## src/rtl/spi_frame_pkg.sv

```systemverilog
// Shared definitions for the SPI frame driver.
// Contents: FSM state encoding, frame widths for the raybox-zero vector
// port and register port.
package spi_frame_pkg;

   localparam int unsigned FRAME_W_VEC = 74;
   localparam int unsigned FRAME_W_REG = 14;

   typedef enum logic [2:0] {
      ST_IDLE = 3'd0,
      ST_LEAD = 3'd1,
      ST_HIGH = 3'd2,
      ST_LOW  = 3'd3,
      ST_TAIL = 3'd4,
      ST_GAP  = 3'd5
   } state_t;

endpackage

```

## src/rtl/spi_phase_timer.sv

```systemverilog
// SCLK half-period down-counter.
// Ports: clk, reset (async, active-high), i_load (reload HALF-1),
//        o_expired_c (counter at zero: current phase ends this cycle).
module spi_phase_timer #(
   parameter int unsigned HALF = 2
) (
   input  logic clk,
   input  logic reset,
   input  logic i_load,
   output logic o_expired_c
);

   localparam int unsigned TICK_W = (HALF > 1) ? $clog2(HALF) : 1;

   logic [TICK_W-1:0] r_tick;

   always_ff @(posedge clk or posedge reset) begin
      if (reset) begin
         r_tick <= '0;
      end else if (i_load) begin
         r_tick <= TICK_W'(HALF - 1);
      end else if (r_tick != '0) begin
         r_tick <= r_tick - TICK_W'(1);
      end
   end

   assign o_expired_c = (r_tick == '0);

endmodule

```

## src/rtl/spi_frame_driver.sv

```systemverilog
// Serialises a right-justified parallel frame into one SPI mode-0
// transaction (MSB of the frame first).
// Ports: clk, reset (async, active-high); i_start/i_len/i_data request a
//        frame, i_abort ends it at once; o_busy, o_done (one-cycle pulse on
//        normal completion), o_csb/o_sclk/o_mosi SPI pins. All outputs are
//        registered.
module spi_frame_driver
   import spi_frame_pkg::*;
#(
   parameter int unsigned FRAME_W = FRAME_W_VEC,
   parameter int unsigned HALF    = 2,
   parameter int unsigned LEN_W   = $clog2(FRAME_W + 1)
) (
   input  logic               clk,
   input  logic               reset,
   input  logic               i_start,
   input  logic [LEN_W-1:0]   i_len,
   input  logic [FRAME_W-1:0] i_data,
   input  logic               i_abort,
   output logic               o_busy,
   output logic               o_done,
   output logic               o_csb,
   output logic               o_sclk,
   output logic               o_mosi
);

   state_t             r_state;
   // Bits still to be sent after the one currently on MOSI, MSB next.
   logic [FRAME_W-2:0] r_shreg;
   logic [LEN_W-1:0]   r_bits;
   logic               r_busy;
   logic               r_done;
   logic               r_csb;
   logic               r_sclk;
   logic               r_mosi;

   logic               w_len_ok;
   logic               w_accept;
   logic               w_abort;
   logic               w_expired;
   logic               w_advance;
   logic               w_load;
   logic [LEN_W-1:0]   w_lsh;
   logic [FRAME_W-1:0] w_aligned;

   assign w_len_ok  = (i_len != '0) && (i_len <= LEN_W'(FRAME_W));
   assign w_accept  = (r_state == ST_IDLE) && i_start && !i_abort && w_len_ok;
   assign w_abort   = (r_state != ST_IDLE) && i_abort;
   assign w_advance = (r_state != ST_IDLE) && w_expired && !i_abort;
   assign w_load    = w_accept || w_advance;

   // Left-align the payload so i_data[i_len-1] lands on the MSB.
   assign w_lsh     = LEN_W'(FRAME_W) - i_len;
   assign w_aligned = i_data << w_lsh;

   spi_phase_timer #(
      .HALF (HALF)
   ) u_timer (
      .clk         (clk),
      .reset       (reset),
      .i_load      (w_load),
      .o_expired_c (w_expired)
   );

   // Phase sequencer; outputs are set together with the state they belong to.
   always_ff @(posedge clk or posedge reset) begin
      if (reset) begin
         r_state <= ST_IDLE;
         r_shreg <= '0;
         r_bits  <= '0;
         r_busy  <= 1'b0;
         r_done  <= 1'b0;
         r_csb   <= 1'b1;
         r_sclk  <= 1'b0;
         r_mosi  <= 1'b0;
      end else begin
         r_done <= 1'b0;
         if (w_abort) begin
            r_state <= ST_IDLE;
            r_busy  <= 1'b0;
            r_csb   <= 1'b1;
            r_sclk  <= 1'b0;
            r_mosi  <= 1'b0;
         end else begin
            case (r_state)
               ST_IDLE: begin
                  if (w_accept) begin
                     r_state <= ST_LEAD;
                     r_shreg <= w_aligned[FRAME_W-2:0];
                     r_bits  <= i_len;
                     r_busy  <= 1'b1;
                     r_csb   <= 1'b0;
                     r_sclk  <= 1'b0;
                     r_mosi  <= w_aligned[FRAME_W-1];
                  end
               end
               ST_LEAD: begin
                  if (w_expired) begin
                     r_state <= ST_HIGH;
                     r_sclk  <= 1'b1;
                  end
               end
               ST_HIGH: begin
                  if (w_expired) begin
                     r_bits <= r_bits - LEN_W'(1);
                     r_sclk <= 1'b0;
                     if (r_bits != LEN_W'(1)) begin
                        // Next bit goes out on the falling edge.
                        r_state <= ST_LOW;
                        r_mosi  <= r_shreg[FRAME_W-2];
                        r_shreg <= {r_shreg[FRAME_W-3:0], 1'b0};
                     end else begin
                        r_state <= ST_TAIL;
                     end
                  end
               end
               ST_LOW: begin
                  if (w_expired) begin
                     r_state <= ST_HIGH;
                     r_sclk  <= 1'b1;
                  end
               end
               ST_TAIL: begin
                  if (w_expired) begin
                     r_state <= ST_GAP;
                     r_csb   <= 1'b1;
                     r_mosi  <= 1'b0;
                  end
               end
               ST_GAP: begin
                  if (w_expired) begin
                     r_state <= ST_IDLE;
                     r_busy  <= 1'b0;
                     r_done  <= 1'b1;
                  end
               end
               default: begin
                  r_state <= ST_IDLE;
                  r_busy  <= 1'b0;
                  r_csb   <= 1'b1;
                  r_sclk  <= 1'b0;
                  r_mosi  <= 1'b0;
               end
            endcase
         end
      end
   end

   assign o_busy = r_busy;
   assign o_done = r_done;
   assign o_csb  = r_csb;
   assign o_sclk = r_sclk;
   assign o_mosi = r_mosi;

endmodule

```

## config.mk

```make
export PLATFORM = sky130hd
export DESIGN_NAME = spi_frame_driver
export DESIGN_NICKNAME = d
export VERILOG_FILES = /design/src/rtl/spi_frame_pkg.sv /design/src/rtl/spi_phase_timer.sv /design/src/rtl/spi_frame_driver.sv
export SDC_FILE = /design/constraint.sdc
export NUM_CORES = 1
export LEC_CHECK = 0
export ABC_AREA = 1
export BUFFER_PORTS_ARGS = -buffer_cell sky130_fd_sc_hd__buf_4
export CAP_MARGIN = 5
export CORE_MARGIN = 4
export CORE_UTILIZATION = 48
export DETAILED_ROUTE_END_ITERATION = 12
export HOLD_SLACK_MARGIN = 0.05
export PLACE_DENSITY = 0.73
export RECOVER_POWER = 100
export SKIP_CTS_REPAIR_TIMING = 1
export SLEW_MARGIN = 20
export SYNTH_ARGS = -nofsm -noshare
export SYNTH_HDL_FRONTEND = slang
export SYNTH_HIERARCHICAL = 1
export SYNTH_SLANG_ARGS = --single-unit
```

## constraint.sdc

```tcl
create_clock -name clk -period 3.7 [get_ports clk]
set_clock_uncertainty 0.05 [all_clocks]
set_input_delay 0.555 -clock clk [delete_from_list [all_inputs] [get_ports clk]]
set_output_delay 0.555 -clock clk [all_outputs]
set_load 0.03 [all_outputs]
```

==> results of run 1 <==
[cell usage in the layout, fill, tap and decap left out, drive strengths merged]
cell type    netlist  final
o22a               1      1
nor3               9      9
dfstp              1      1
nand4              6      6
o21ai             75     75
dfrtp             88     88
o31ai              2      2
a211oi             1      1
o211ai            14     14
buf               69    108
a21oi             77     77
a31oi              7      7
clkbuf            43     20
inv               65     66
nand2            463    463
clkinvlp           0      3
ha                 5      5
nor2             111    111
nand3            504    504
or2                2      2
xor2               3      3
o2111ai            1      1
a22oi             20     20
o22ai              3      3
dlygate4sd3        0      1
bufinv             0      1
[logic make-up (layout without fill, tap and decap cells)]
logic type                 Yosys count  in the layout  share of synthesized area, %
and+or+nand+nor                   1095           1095                         53.42
DFF                                 89             89                         24.44
adders and majority gates            5              5                        0.6861
xor gates and xnor gates             3              3                        0.4940
AOI/OAI and AO/OA                  201            201                         12.35
buffers and inverters              177            199                         8.617
[stage by stage]
stage          util [%]  cells  cell area (um^2)  hold WS [ns]
6_report          54.11   1826             10120        0.3490
5_1_grt           54.11   1826             10120        0.3649
4_1_cts           54.45   1825             10180     -0.007973
3_5_place_dp      52.82   1809              9879        0.3641
3_3_place_gp      52.82   1809              9879        0.3611
2_1_floorplan         -   1570              9119        0.2337
[cells in the mapped netlist (all sizes together)]
cell and number:
inv 65, xor2 3, a31oi 7, a22oi 20, o31ai 2, dfrtp 88
a211oi 1, buf 69, or2 2, clkbuf 43, o21ai 75, o211ai 14
a21oi 77, ha 5, nor3 9, nand3 504, o2111ai 1, o22ai 3
o22a 1, nor2 111, nand2 463, dfstp 1, nand4 6
[layout make-up]
class	count	area, um^2
clock buffer	11	242.7
inverter	65	247.7
clock inverter	5	62.56
sequential	89	2228
multi-input combinational	1304	6077
fill	1971	8583
tap	234	292.8
timing repair buffer	118	970.9
[flip-flops by register name (all words and copies together), names as in the netlist]
name,count
r_shreg,73
r_bits,7
r_state,3
o_busy,1
o_csb,1
o_done,1
o_mosi,1
o_sclk,1
u_timer/r_tick,1
[worst max-delay path by stage]
stage                  start                       to  slack, ns  cells past startpoint
floorplan              reset       o_busy$_DFFE_PP0P_       0.82                      1
global placement    i_len[0]  r_shreg[21]$_DFFE_PP0P_       0.68                     12
detailed placement  i_len[0]  r_shreg[72]$_DFFE_PP0P_       0.67                     16
CTS                 i_len[0]  r_shreg[72]$_DFFE_PP0P_       1.03                     16
global route        i_len[0]  r_shreg[71]$_DFFE_PP0P_       0.40                     17
finish              i_len[0]   r_shreg[9]$_DFFE_PP0P_       0.75                     11
[power breakdown]
group / switching, mW / internal [mW]
Combinational: 2.21 / 1.07
Sequential: 0.235 / 1.43
Clock: 0.414 / 0.548
[per-layer routing]
| layer | wire length (um) | vias up | global-route usage (%) |
|---|---|---|---|
| li1 | - | 5370 | - |
| met1 | 13400 | 5138 | 39.44 |
| met2 | 14790 | 542 | 48.48 |
| met3 | 2560 | 102 | 5.263 |
| met4 | 1543 | 0 | 12.87 |
| met5 | 0 | - | 0 |
[worst max-delay path, cell delays in order]
cell and delay, ns:
buf_4 0.15, inv_1 0.10, ha_1 0.63, inv_2 0.33, buf_4 0.28, nand3_1 0.11, nand3_1 0.11, nand3_1 0.20
nand4_1 0.19, or2_2 0.35, a21oi_1 0.14
==> reports/summary.md, run 1 <==
* Reg-to-Reg End: r_shreg[71]$_DFFE_PP0P_
* full die area: 0.02127 mm^2
* Clock H-tree levels: 3
* setup repair after global routing missed its margin: false
* Min-Delay Path Class: in2reg
* fraction of the yosys area taken by sequential cells: 24.44%
* Pleak: 4.910 nW
* DIE HEIGHT: 145.8 um
* maximum fanout along the worst path: 25
* top-area cell type share of the netlist area: 27.61%
* cell types occupying the most area after synthesis: nand3_1 (28%), dfrtp_1 (24%), nand2_1 (19%), nor2_1 (4.2%), a21oi_1 (4.1%)
* effective utilization at floorplan: 48.75%
* reg-to-reg startpoint: r_state[2]$_DFFE_PP0P_
* power density relative to cell area: 583.4 mW/mm^2
* least setup slack across all paths after layout: 0.7517 ns
* count of synthesis-stage warnings from yosys: 6
* setup total negative slack: 0 ns
* critical path startpoint category: input pin
* post-layout minimum cycle time: 2.948 ns
* # IOs: 90
* headroom to the max-slew limit: -44.01%
* run status: complete, but fails checks
* number of CTS-inserted buffers: 9
* clock-pin slew on the worst setup and hold paths: 0.07 ns
* worst setup slack for register-to-register paths: 0.90 ns
* remaining routing DRC violations: 0
* Inserted Diodes: 0
* HPWL after detailed placement: 24290 um
* number of setup violations in the final report: 0
* detailed-route via count: 11150
* critical path capture point type: register
* clock root buffer: clkbuf_16
* pin count of the biggest net entering global routing: 77
* iteration-0 DRC count of the detailed router: 1326
* signal arrival time at the worst endpoint: 3.17 ns
* leading area contributor after synthesis: nand3_1
* Synth Register Bits: 89
* path depth of the worst reg2reg path: 14
* initial antenna violation count: 0
* TritonCTS clock tree: done
* router iterations before antenna repair: 6
* routed vias/inst: 6.107
* first-pass GRT wire length: 53010 um
* startpoint-to-endpoint class of the critical path: in2reg
* routed length per placed instance: 17.69 um
* worst slack, placed: 0.6680 ns
* worst hold endpoint: u_timer/r_tick$_DFF_PP0_
* failing checks: capacitance limit, slew limit
* total wirelength of the detailed-routed design: 32300 um
* Crit path required time: 3.92 ns
* GRT Util Overall: 29.96%
* pins over their slew limit: 48
* Placer Congestion: 1.004
* Max Cap Viol: 1
* number of global-route vias before repair: 10450
* post-synthesis net count: 1660
* hold_sp: i_abort
* IO Port Bufs: 89
* synthesized netlist cell count: 1570
* fmax: 339.2 MHz
* final period utilization: 79.68%
* Mapped Area: 0.009119 mm^2
* fraction of layout instances using a drive strength above 1: 9.862%
* Fin. Hold Viols: 0
* remaining global-route overflow: 0
* fin nets: 1677
* Clock Sinks: 89
* insertion delay of the later-clocked pin in the worst-skew pair: 0.35 ns
* width of the die: 145.8 um
* number of distinct library cell variants in the gate-level netlist after synthesis: 39
* Clock Path Buffers: 2
* mean instance size in the synthesized netlist: 5.808 um^2
* Worst-Margin Slew: 2.148 ns
* worst vdd rail ir drop: 0.3924 mV
* growth of design area from synthesis to finish: 11.00%
* Total Power: 5.905 mW
* area of the core region: 0.01871 mm^2
* number of core rows: 50
* antenna violation net count after detailed routing: 0
* worst hold path depth: 2
Power figures use the tool's default switching activity.
==> inputs of run 2 (changes only) <==
--- a/config.mk
+++ b/config.mk
@@ -5,7 +5,7 @@
 export SDC_FILE = /design/constraint.sdc
 export NUM_CORES = 1
 export LEC_CHECK = 0
-export ABC_AREA = 1
+export ABC_AREA = 0
 export BUFFER_PORTS_ARGS = -buffer_cell sky130_fd_sc_hd__buf_4
 export CAP_MARGIN = 5
 export CORE_MARGIN = 4
==> constraint.sdc (replaced) <==
create_clock -name clk -period 2.9 [get_ports clk]
set_clock_uncertainty 0.05 [all_clocks]
set_input_delay 0.435 -clock clk [delete_from_list [all_inputs] [get_ports clk]]
set_output_delay 0.435 -clock clk [all_outputs]
set_load 0.03 [all_outputs]
==> reports/summary.md, run 2 <==
* routed vias/inst: 6.441
* reg-to-reg startpoint: r_state[1]$_DFFE_PP0P_
* Inserted Diodes: 0
* path depth of the worst reg2reg path: 7
* area of the core region: 0.02043 mm^2
* number of setup violations in the final report: 0
* iteration-0 DRC count of the detailed router: 1081
* worst vdd rail ir drop: 0.3449 mV
* first-pass GRT wire length: 56200 um
* fraction of the yosys area taken by sequential cells: 22.12%
* total wirelength of the detailed-routed design: 36170 um
* startpoint-to-endpoint class of the critical path: in2reg
* top-area cell type share of the netlist area: 21.86%
* clock-pin slew on the worst setup and hold paths: 0.06 ns
* Slowest-stage cell, CP: mux4_2
* post-synthesis net count: 1211
* Fin. Hold Viols: 0
* routed length per placed instance: 22.30 um
* router iterations before antenna repair: 5
* worst-path cell chain: buf_4 -> inv_1 -> ha_4 -> clkbuf_8 -> mux2_1 -> buf_4 -> mux4_2 -> mux2_1 -> o2bb2ai_1 -> a31oi_1 -> o21ai_1
* post-layout minimum cycle time: 2.860 ns
* initial antenna violation count: 0
* leading area contributor after synthesis: dfrtp_1
* fraction of layout instances using a drive strength above 1: 34.54%
* synthesized netlist cell count: 1121
* Min-Delay Path Class: in2reg
* Clock Path Buffers: 2
* signal arrival time at the worst endpoint: 3.02 ns
* Clock Sinks: 89
* detailed-route via count: 10450
* antenna violation net count after detailed routing: 0
* remaining routing DRC violations: 0
* fmax: 349.7 MHz
* insertion delay of the later-clocked pin in the worst-skew pair: 0.34 ns
* most used flip-flop cell after synthesis: dfrtp_1
* number of global-route vias before repair: 10010
* registers with the most flip-flops: r_shreg: 73 flops, r_bits: 7 flops, r_state: 3 flops
* fin nets: 1439
* width of the die: 152.9 um
* number of distinct library cell variants in the gate-level netlist after synthesis: 87
* Reg-to-Reg End: r_shreg[37]$_DFFE_PP0P_
* number of CTS-inserted buffers: 9
* most frequent cells in the layout: buf_4 (287), nand2_1 (126), nor2_1 (124), mux2i_1 (94)
* Placer Congestion: 1.006
* DIE HEIGHT: 152.9 um
* remaining global-route overflow: 0
* growth of design area from synthesis to finish: 25.55%
* pin count of the biggest net entering global routing: 56
* count of synthesis-stage warnings from yosys: 6
* dominant cell by count in the synthesized netlist: nand2_1
* number of flip-flops in the largest register: 73
* most frequent standard cell in the layout excluding fill and tap cells: buf_4
* Crit path required time: 3.06 ns
* HPWL after detailed placement: 27980 um
* power density relative to cell area: 675.3 mW/mm^2
* number of synthesized flops with an enable pin: 0
* Pleak: 5.505 nW
* effective utilization at floorplan: 49.31%
* critical path startpoint category: input pin
* headroom to the max-slew limit: -18.22%
* failing checks: capacitance limit, slew limit
* instance count on the critical path: 11
* mean instance size in the synthesized netlist: 8.986 um^2
* Worst Setup SP: i_len[1]
* cell types occupying the most area after synthesis: dfrtp_1 (22%), mux4_2 (10%), mux2i_1 (9.9%), mux2_2 (6.1%), mux4_1 (5.5%)
* ranking of synthesized cells by instance count: nand2_1 (126), nor2_1 (125), mux2i_1 (100), a21oi_1 (89), dfrtp_1 (88)
* Clock H-tree levels: 3
* clock root buffer: clkbuf_16
* finished layout cell area: 0.01265 mm^2
* top register by number of flip-flops: r_shreg
* CP delay by family, top: multiplexers
* met3 Resource Use GR: 3.336%
* fill cell total of the finished layout: 1796
* # IOs: 90
* critical path capture point type: register
* met1 routing resource usage after global routing: 42.08%
* pins over their slew limit: 40
* number of core rows: 52
* fraction of registers with async set/reset: 100.0%
* Max Cap Viol: 1
* final period utilization: 98.60%
* area after detailed placement: 0.01234 mm^2
* highest cell delay on the worst timing path: 0.51 ns
* worst setup slack for register-to-register paths: 0.39 ns
* Synth Register Bits: 89
* Buf+Inv Stages, Crit Path: 4
* TritonCTS clock tree: done
* grt met2 use: 47.27%
* maximum fanout along the worst path: 9
* full die area: 0.02337 mm^2
* Worst-Margin Slew: 1.764 ns
* post-route worst hold slack: 0.3078 ns
* most used routing layer: met2
* IO Port Bufs: 89
* Mapped Area: 0.01007 mm^2
* GRT Util Overall: 29.71%
* run status: complete, but fails checks
* Setup crit end: r_shreg[45]$_DFFE_PP0P_
-- run 2: cell count changes in the layout (fill, tap and decap cells not counted), sizes merged, moves of 16 or more --
cell | previous run | this run
buf | 108 | 299
a22oi | 20 | 4
mux2i | 0 | 100
a221oi | 0 | 20
nand3 | 504 | 25
clkbuf | 20 | 36
mux2 | 0 | 57
inv | 66 | 15
nand2 | 463 | 127
mux4 | 0 | 66
-- run 2: power breakdown --
part	internal, mW	leakage [nW]	switching [mW]	total [mW]
sequential	1.81	1.10	0.393	2.21
combinational	2.30	4.28	2.98	5.28
clock	0.564	0.130	0.490	1.05
total	4.68	5.51	3.86	8.54
-- run 2: cell families after synthesis --
logic type,Yosys count,share of synthesized area (%)
multiplexers,223,31.88
AO/OA/AOI/OAI,333,21.67
XOR/XNOR,8,1.180
flip-flops,89,22.12
buffers and inverters,126,8.049
AND/OR/NAND/NOR,337,14.47
adder cells (fa/ha/maj),5,0.6210
-- run 2: layout make-up --
class                           instances  area (um^2)  area share (%)
Clock buffer                            9        225.2           1.781
Clock inverter                          5        25.02          0.1979
Inverter                               16        66.31          0.5243
Multi-Input combinational cell        906         7229           57.16
Sequential cell                        89         2228           17.62
Tap cell                              270        337.8           2.671
Timing Repair Buffer                  327         2535           20.04
-- run 2: routing by layer --
layer,share of wire (%),vias to the layer above
met5,0,-
met3,7.8,97
met4,4.3,0
met1,42,5074
met2,46,553
li1,-,4724
-- run 2: worst min-delay path by stage --
stage	startpoint	to	slack, ns	cells after the start
finish	i_abort	r_state[2]$_DFFE_PP0P_	0.31	2
global route	i_abort	r_state[2]$_DFFE_PP0P_	0.32	2
CTS	reset	u_timer/r_tick$_DFF_PP0_	-0.11	2
detailed placement	reset	u_timer/r_tick$_DFF_PP0_	0.25	2
global placement	reset	u_timer/r_tick$_DFF_PP0_	0.25	2
floorplan	reset	u_timer/r_tick$_DFF_PP0_	0.11	1
-- run 2: stage by stage --
stage | total power [mW] | worst slack, ns | util (%) | std cells | TNS [ns]
final | 8.540 | 0.04048 | 61.91 | 1622 | 0
after global routing | 9.051 | -0.001049 | 61.91 | 1622 | -0.001049
after CTS | 8.455 | -0.02060 | 61.61 | 1609 | -0.02060
after global placement | 7.289 | -0.3723 | 60.39 | 1595 | -8.004
after detailed placement | 7.398 | -0.3715 | 60.39 | 1595 | -11.10
after floorplan | 5.458 | -0.1780 | - | 1121 | -2.629
==> inputs of run 3 (changes only) <==
--- a/config.mk
+++ b/config.mk
@@ -5,14 +5,17 @@
 export SDC_FILE = /design/constraint.sdc
 export NUM_CORES = 1
 export LEC_CHECK = 0
-export ABC_AREA = 0
+export ABC_AREA = 1
+export ABC_CLOCK_PERIOD_IN_PS = 2900
 export BUFFER_PORTS_ARGS = -buffer_cell sky130_fd_sc_hd__buf_4
 export CAP_MARGIN = 5
+export CELL_PAD_IN_SITES_DETAIL_PLACEMENT = 1
+export CELL_PAD_IN_SITES_GLOBAL_PLACEMENT = 1
 export CORE_MARGIN = 4
-export CORE_UTILIZATION = 48
+export CORE_UTILIZATION = 42
 export DETAILED_ROUTE_END_ITERATION = 12
 export HOLD_SLACK_MARGIN = 0.05
-export PLACE_DENSITY = 0.73
+export PLACE_DENSITY = 0.88
 export RECOVER_POWER = 100
 export SKIP_CTS_REPAIR_TIMING = 1
 export SLEW_MARGIN = 20
==> reports/summary.md, run 3 (synthesis gave the netlist of run 1 again) <==
* Clock Path Buffers: 2
* power density relative to cell area: 771.1 mW/mm^2
* critical path startpoint category: register
* final period utilization: 88.85%
* Pleak: 5.114 nW
* Clock H-tree levels: 3
* CP delay by family, top: simple AND/OR/NAND/NOR gates
* worst-path cell chain: nor2_1 -> inv_1 -> nor2_8 -> nand3_2 -> nor2_2 -> nand2_2 -> nand2_4 -> nand2_4 -> inv_4 -> nand2_4 -> buf_12 -> a21oi_1 -> nand3_1 -> nand2_1 -> inv_1
* setup total negative slack: 0 ns
* Min-Delay Path Class: in2reg
* # IOs: 90
* finished layout cell area: 0.01055 mm^2
* insertion delay of the later-clocked pin in the worst-skew pair: 0.35 ns
* full die area: 0.02413 mm^2
* Fin. Hold Viols: 0
* Buf+Inv Stages, Crit Path: 4
* Worst path most repeated cell: nand2_4
* first-pass GRT wire length: 61170 um
* setup repair after global routing missed its margin: false
* pin count of the biggest net entering global routing: 73
* area after detailed placement: 0.01023 mm^2
* GRT Util Overall: 31.01%
* clock-pin slew on the worst setup and hold paths: 0.07 ns
* iteration-0 DRC count of the detailed router: 1184
* critical path capture point type: register
* total wirelength of the detailed-routed design: 37470 um
* fin nets: 1703
* number of flip-flops in the largest register: 73
* number of CTS-inserted buffers: 9
* most frequent cells in the layout: nand3_1 (503), nand2_1 (454), buf_4 (118), nor2_1 (104), dfrtp_1 (88)
* number of core rows: 53
* area of the core region: 0.02122 mm^2
* registers with the most flip-flops: r_shreg: 73 flops, r_bits: 7 flops, r_state: 3 flops
* run status: finished clean
* pins over their slew limit: 0
* effective utilization at floorplan: 42.97%
* DIE HEIGHT: 155.3 um
* TritonCTS clock tree: done
* worst vdd rail ir drop: 0.4254 mV
* remaining routing DRC violations: 0
* initial antenna violation count: 1
* growth of design area from synthesis to finish: 15.67%
* detailed-route via count: 11540
* worst setup slack for register-to-register paths: 0.32 ns
* width of the die: 155.3 um
* highest cell delay on the worst timing path: 0.45 ns
* fraction of layout instances using a drive strength above 1: 11.50%
* routed length per placed instance: 19.79 um
* signal arrival time at the worst endpoint: 2.77 ns
* fmax: 388.1 MHz
* IO Port Bufs: 89
* top register by number of flip-flops: r_shreg
* antenna violation net count after detailed routing: 0
* Clock Sinks: 89
* router iterations before antenna repair: 5
* remaining global-route overflow: 0
* most frequent standard cell in the layout excluding fill and tap cells: nand3_1
* post-layout minimum cycle time: 2.577 ns
* Max Cap Viol: 0
* Slowest-stage cell, CP: dfrtp_1
* headroom to the max-slew limit: 7.634%
* startpoint-to-endpoint class of the critical path: reg2reg
* clock root buffer: clkbuf_16
* HPWL after detailed placement: 28800 um
* number of setup violations in the final report: 0
* number of global-route vias before repair: 11770
* Worst-Margin Slew: 1.378 ns
* Crit path required time: 3.10 ns
* maximum fanout along the worst path: 37
* Placer Congestion: 1.022
* Inserted Diodes: 0
* routed vias/inst: 6.094
* fill cell total of the finished layout: 3011
## run 3: cell types whose count changed in the layout (fill, tap and decap cells not counted), moves of 31 or more
cell     change
nand3_1    +479
nand2_1    +328
buf_4      -169
mux2i_1     -94
mux4_2      -48
inv_1       +41
mux2_2      -31
## run 3: worst register-to-register path, cell delays in order, from the launching register on
cell	delay, ns
dfrtp_1	0.45
nor2_1	0.19
inv_1	0.15
nor2_8	0.18
nand3_2	0.09
nor2_2	0.12
nand2_2	0.10
nand2_4	0.10
nand2_4	0.11
inv_4	0.13
nand2_4	0.19
buf_12	0.25
a21oi_1	0.15
nand3_1	0.10
nand2_1	0.08
inv_1	0.04
## run 3: area by class of cell
| type | instances | area, um^2 | share of cell area [%] |
|---|---|---|---|
| flip-flops and latches | 89 | 2228 | 21.13 |
| well taps | 275 | 344.1 | 3.262 |
| repair buffers | 144 | 1256 | 11.91 |
| multi-input cells | 1304 | 6103 | 57.86 |
| clock inverters | 7 | 142.6 | 1.352 |
| clock buffers | 9 | 225.2 | 2.135 |
| inverters | 65 | 247.7 | 2.349 |
## run 3: metal layers
| layer | GRT usage (%) | vias up | part of all wire, % |
|---|---|---|---|
| met5 | 0 | - | 0.024 |
| met3 | 4.896 | 117 | 5.7 |
| li1 | - | 5439 | - |
| met1 | 38.41 | 5583 | 41 |
| met2 | 53.67 | 394 | 49 |
| met4 | 12.67 | 2 | 4.4 |
## run 3: path summary, 6_finish.rpt
| check | cells after the start | end | from |
|---|---|---|---|
| hold reg to reg | 2 | r_shreg[72]$_DFFE_PP0P_ | r_shreg[72]$_DFFE_PP0P_ |
| min in group asynchronous | 3 | u_timer/r_tick$_DFF_PP0_ | reset |
| hold / removal | 2 | u_timer/r_tick$_DFF_PP0_ | i_abort |
| max in group asynchronous | 4 | r_shreg[35]$_DFFE_PP0P_ | reset |
| setup / recovery | 15 | r_shreg[59]$_DFFE_PP0P_ | r_state[2]$_DFFE_PP0P_ |
| setup reg to reg | 15 | r_shreg[59]$_DFFE_PP0P_ | r_state[2]$_DFFE_PP0P_ |
## run 3: per-stage QoR
stage	util [%]	instances	hold WS [ns]	setup WS (ns)	power, mW
2_1_floorplan	-	1570	0.1137	0.1381	5.298
3_3_place_gp	48.19	1876	0.2421	0.1637	6.404
3_5_place_dp	48.19	1876	0.2481	0.1390	6.632
4_1_cts	49.92	1892	-0.1169	0.4419	8.176
5_1_grt	49.71	1893	0.2529	0.1417	8.773
6_report	49.71	1893	0.2631	0.3234	8.133
## run 3: power by group
group	internal (mW)	switching, mW
logic	1.48	3.03
clock network	0.932	0.533
registers	1.82	0.341
total	4.23	3.90
